### config.mk
export PLATFORM = sky130hd
export DESIGN_NAME = vpu_pathway_sequencer
export DESIGN_NICKNAME = d
export VERILOG_FILES = /design/src/rtl/vpu_pathway_sequencer.sv
export SDC_FILE = /design/constraint.sdc
export NUM_CORES = 1
export LEC_CHECK = 0
export CAP_MARGIN = 20
export CORE_UTILIZATION = 35
export DETAILED_ROUTE_END_ITERATION = 10
export GPL_ROUTABILITY_DRIVEN = 1
export GPL_TIMING_DRIVEN = 0
export PLACE_DENSITY = 0.62
export SYNTH_ARGS = -nofsm -noshare
export SYNTH_HDL_FRONTEND = slang
export SYNTH_SLANG_ARGS = --single-unit
### constraint.sdc
create_clock -name clk -period 2.9 [get_ports clk]
set_clock_uncertainty 0.1 [all_clocks]
set_input_delay 0.58 -clock clk [delete_from_list [all_inputs] [get_ports clk]]
set_output_delay 0.58 -clock clk [all_outputs]
set_load 0.01 [all_outputs]
### src/rtl/vpu_pathway_sequencer.sv
// rtl/vpu_pathway_sequencer.sv - holds the VPU pathway select for one pass and tracks lane completion
module vpu_pathway_sequencer #(
    parameter int ROW_W   = 8,
    parameter int TIMEOUT = 255
) (
    input  logic             clk,
    input  logic             rst,
    input  logic             start,
    input  logic [1:0]       mode,
    input  logic [ROW_W-1:0] num_rows,
    input  logic             abort,
    input  logic             vpu_valid_out_1,
    input  logic             vpu_valid_out_2,
    output logic [3:0]       vpu_data_pathway,
    output logic             busy,
    output logic             done,
    output logic             error,
    output logic [ROW_W-1:0] rows_done_1,
    output logic [ROW_W-1:0] rows_done_2
);

    typedef enum logic [2:0] {
        S_IDLE,
        S_CONFIG,
        S_RUN,
        S_DONE,
        S_ERROR
    } state_t;

    localparam logic [15:0] L_TIMEOUT = 16'(TIMEOUT);

    state_t           r_state;
    logic [3:0]       r_pathway;
    logic             r_busy;
    logic             r_done;
    logic             r_error;
    logic [ROW_W-1:0] r_rows;
    logic [ROW_W-1:0] r_cnt1;
    logic [ROW_W-1:0] r_cnt2;
    logic [15:0]      r_idle;

    logic [ROW_W-1:0] w_cnt1_nxt;
    logic [ROW_W-1:0] w_cnt2_nxt;
    logic [15:0]      w_idle_nxt;
    logic             w_any_valid;

    // Bit order: bias | leaky ReLU | loss | leaky ReLU derivative
    function automatic logic [3:0] f_pathway(input logic [1:0] m);
        case (m)
            2'b00:   f_pathway = 4'b1100;
            2'b01:   f_pathway = 4'b1111;
            2'b10:   f_pathway = 4'b0001;
            default: f_pathway = 4'b0000;
        endcase
    endfunction

    // Lane counters saturate at the requested row count so stray valids are ignored
    always_comb begin
        w_cnt1_nxt  = (vpu_valid_out_1 && (r_cnt1 != r_rows)) ? r_cnt1 + ROW_W'(1) : r_cnt1;
        w_cnt2_nxt  = (vpu_valid_out_2 && (r_cnt2 != r_rows)) ? r_cnt2 + ROW_W'(1) : r_cnt2;
        w_idle_nxt  = r_idle + 16'd1;
        w_any_valid = vpu_valid_out_1 | vpu_valid_out_2;
    end

    always_ff @(posedge clk or posedge rst) begin
        if (rst) begin
            r_state   <= S_IDLE;
            r_pathway <= 4'b0000;
            r_busy    <= 1'b0;
            r_done    <= 1'b0;
            r_error   <= 1'b0;
            r_rows    <= '0;
            r_cnt1    <= '0;
            r_cnt2    <= '0;
            r_idle    <= '0;
        end else begin
            r_done <= 1'b0;
            case (r_state)
                S_IDLE, S_ERROR: begin
                    if (start) begin
                        if (mode == 2'b11) begin
                            r_state   <= S_ERROR;
                            r_error   <= 1'b1;
                            r_pathway <= 4'b0000;
                        end else begin
                            r_state   <= S_CONFIG;
                            r_rows    <= num_rows;
                            r_cnt1    <= '0;
                            r_cnt2    <= '0;
                            r_idle    <= '0;
                            r_error   <= 1'b0;
                            r_pathway <= f_pathway(mode);
                            r_busy    <= 1'b1;
                        end
                    end
                end
                S_CONFIG: begin
                    if (abort) begin
                        r_state   <= S_IDLE;
                        r_pathway <= 4'b0000;
                        r_busy    <= 1'b0;
                    end else if (r_rows == '0) begin
                        r_state <= S_DONE;
                        r_done  <= 1'b1;
                    end else begin
                        r_state <= S_RUN;
                    end
                end
                S_RUN: begin
                    if (abort) begin
                        r_state   <= S_IDLE;
                        r_pathway <= 4'b0000;
                        r_busy    <= 1'b0;
                    end else begin
                        r_cnt1 <= w_cnt1_nxt;
                        r_cnt2 <= w_cnt2_nxt;
                        if ((w_cnt1_nxt == r_rows) && (w_cnt2_nxt == r_rows)) begin
                            r_state <= S_DONE;
                            r_done  <= 1'b1;
                        end else if (w_any_valid) begin
                            r_idle <= '0;
                        end else begin
                            r_idle <= w_idle_nxt;
                            if (w_idle_nxt == L_TIMEOUT) begin
                                r_state   <= S_ERROR;
                                r_error   <= 1'b1;
                                r_pathway <= 4'b0000;
                                r_busy    <= 1'b0;
                            end
                        end
                    end
                end
                S_DONE: begin
                    r_state   <= S_IDLE;
                    r_pathway <= 4'b0000;
                    r_busy    <= 1'b0;
                end
                default: begin
                    r_state   <= S_IDLE;
                    r_pathway <= 4'b0000;
                    r_busy    <= 1'b0;
                end
            endcase
        end
    end

    assign vpu_data_pathway = r_pathway;
    assign busy             = r_busy;
    assign done             = r_done;
    assign error            = r_error;
    assign rows_done_1      = r_cnt1;
    assign rows_done_2      = r_cnt2;

endmodule
==> impl_metrics.ini <==
[floorplanning]
io-pin-count = 39
die_y_um = 101
fp.dieW_um = 101
rows = 35
fp.coreArea_um2 = 9330
start_util_pct = 36.5
die_area_um2 = 10100

[setup_path]
worst_setup_path_end_kind = flip-flop
arrival_ns = 2.99
crit_type = flip-flop to flip-flop
critPathSlowestCell = mux4_2
start_kind = flip-flop
max_stage_delay_ns = 0.59
cp_max_fo = 7
crit_family = multiplexers
crit_chain = xnor2_2 > nand4_1 > o21ai_2 > xor2_1 > mux4_2 > and3_4 > clkbuf_16 > mux2i_1 > nand2_1
worst-path-buf-inv = 1
worst_ep_required_time_ns = 3.00

[drt]
drcViolationCount = 0
via_count = 3290
antenna_left = 0
wl_um = 9660
firstDrtPassIters = 4
vias_per_cell = 5.58
post_drt_wl_per_cell_um = 16.4
drt_iter0_drc = 256

[clocking]
clk_pin_slew_ns = 0.10
clk_latency_ns = 0.31
cts_sinks = 49
cts_tree = built
htreeDepth = 2
clk_path_buf_depth = 2
root_buffer = clkbuf_8
cts_buffers = 5

[final_layout]
fill_cells = 885
areaGrowthSynthToFinish_pct = 28.7
drive_above_1_share_pct = 17.6
diodes = 0
multi_input_area_um2 = 2190
seq_area_um2 = 1240
fin_nets = 484

[timing]
whs_ns = 0.428
setup_viol = 0
period_share_pct = 99.6
max_freq_mhz = 346
rsz0062_at_grt = true
slew_headroom_pct = 35.7
hold_viol = 0
worstMarginPinSlew_ns = 0.955
slew_violations = 0
fin_crit_ns = 2.89

[place]
gp_congestion = 0.875
dpl.hpwl_um = 6570
io_buffer_count = 37

[yosys]
yosysMostFrequentCell = nand2_1
synth_edf_count = 0
syn-cell-area_um2 = 3400
async_reset_ff_share_pct = 100
synth.avg_cell_area_um2 = 8.38
synth_common_cells = 63 x nand2_1, 49 x dfrtp_1, 30 x nand3_1
ys_types = 63
yosysSeqAreaShare_pct = 36.0
synthTopCellsByArea = dfrtp_1 36%, nand2_1 6.9%, nand3_1 4.4%, xnor2_1 3.9%, mux2i_1 3.8%
synth_ff_type = dfrtp_1
synth_nets = 430
ys_seq_elements = 49
yosys.area.top_type_share_pct = 36.0
synth_top_area_cell = dfrtp_1
ys.warnings.count = 0
synth_cells = 406

[global_routing]
overflow = 0
grt_use_total_pct = 19.3
grt_pass1_wl_um = 15300
antenna_found_initial = 0
grt_max_degree = 38
grt_pass1_vias = 3124

[power]
pwr-share-clk_pct = 19.5
power.leakage_uw = 0.00177
vdd_drop_max_mv = 0.501
p_comb_share_pct = 43.3
sequentialPowerShare_pct = 37.2
power.internal_uw = 1600
switching_share_pct = 39.2
power_density_nw_per_um2 = 600
totalPowerFinal_uw = 2630
p_switching_uw = 1030

[hold_path]
min_path_type = flip-flop to flip-flop

[run_status]
outcome = complete, no violations

[flow_run]
cap_violations = 0
-- worst reg2reg max path: stages, from the launching register on --
cell and delay [ns]:
dfrtp_2 0.51, xnor2_2 0.27, nand4_1 0.24, o21ai_2 0.21, xor2_1 0.20, mux4_2 0.59
and3_4 0.26, clkbuf_16 0.18, mux2i_1 0.15, nand2_1 0.06
-- path summary, 6_finish.rpt --
path / startpoint / end / slack, ns / depth (start not counted)
max: r_rows[4] / r_idle[4] / 0.01 / 9
min: vpu_data_pathway[0] / vpu_data_pathway[0] / 0.43 / 2
max reg2reg: r_rows[4] / r_idle[4] / 0.01 / 9
min reg2reg: vpu_data_pathway[0] / vpu_data_pathway[0] / 0.43 / 2
max in group asynchronous: rst / rows_done_2[0] / 1.74 / 3
min in group asynchronous: rst / rows_done_1[2] / 0.44 / 2
-- placed cells by master (no fill, tap or decap), types with 3 or more instances in the layout --
| cell | instances |
|---|---|
| a211o_1 | 3 |
| a21oi_1 | 7 |
| a221o_1 | 3 |
| a32oi_1 | 9 |
| and2_1 | 9 |
| and3_1 | 8 |
| and4_1 | 4 |
| buf_2 | 3 |
| buf_4 | 17 |
| clkbuf_1 | 8 |
| clkbuf_8 | 5 |
| clkdlybuf4s50_1 | 36 |
| dfrtp_1 | 37 |
| dfrtp_2 | 12 |
| ha_1 | 7 |
| inv_1 | 12 |
| mux2_2 | 3 |
| mux2i_1 | 13 |
| nand2_1 | 63 |
| nand3_1 | 29 |
| nand4_1 | 12 |
| nor2_1 | 22 |
| nor2b_1 | 7 |
| nor3_1 | 11 |
| nor4_1 | 3 |
| o21ai_0 | 23 |
| or2_2 | 3 |
| or3_1 | 6 |
| xnor2_1 | 5 |
| xnor2_2 | 9 |
| xor2_1 | 5 |
-- per-stage QoR --
stage,worst slack (ns),utilization [%],setup TNS (ns),cells,area (um^2)
after global placement,-0.732,42.2,-19.28,572,3940
after global routing,-0.130,46.9,-2.17,590,4380
after floorplan,0.107,-,0,406,3400
final,0.0107,46.9,0,590,4380
after CTS,0.0131,44.2,0,581,4120
after detailed placement,-0.731,42.4,-17.89,573,3960
-- flip-flops by register name, indices dropped and copies added, names as in the netlist --
name,count
vpu_data_pathway,3
r_idle,16
busy,1
error,1
rows_done_2,8
r_rows,8
rows_done_1,8
r_state,3
done,1
-- cells by family (layout without fill, tap and decap cells) --
kind of cell	count (synthesis)	in the layout	synth area share, %
flops	49	49	36.0
fa+ha+maj	8	8	2.94
compound gates	80	80	16.5
simple gates	196	196	29.0
mux	17	17	5.48
xor+xnor	20	20	5.15
buf+inv	36	91	4.89
-- cell type report --
class                           instances  area share [%]
Buffer                                 18            2.37
Clock buffer                            5            1.57
Clock inverter                          3            1.06
Inverter                               13            1.11
Multi-Input combinational cell        321            50.1
Sequential cell                        49            28.3
Tap cell                              129            3.69
Timing Repair Buffer                   52            11.8
-- routing by layer --
layer	up-vias	track usage (%)	wire length (um)
li1	1587	-	-
met1	1589	25.9	4470
met3	20	3.33	489
met5	-	0	0
met2	94	31.1	4530
met4	0	7.13	169
-- power by group through the flow --
stage	clock [uW]	sequential, uW	combinational (uW)
finish	513	977	1140
CTS	527	917	1010
detailed placement	0	930	968
floorplan	0	915	649
global placement	0	927	958
global route	547	997	1240
-- timing repair --
item                       CTS  global route
gates cloned                 0             1
hold buffers                 0             0
gates resized for setup     13            43
setup endpoints to repair   24            43
pin swaps                    1             8
setup buffers                1            12
No activity file was read; power rests on OpenSTA's default activity.
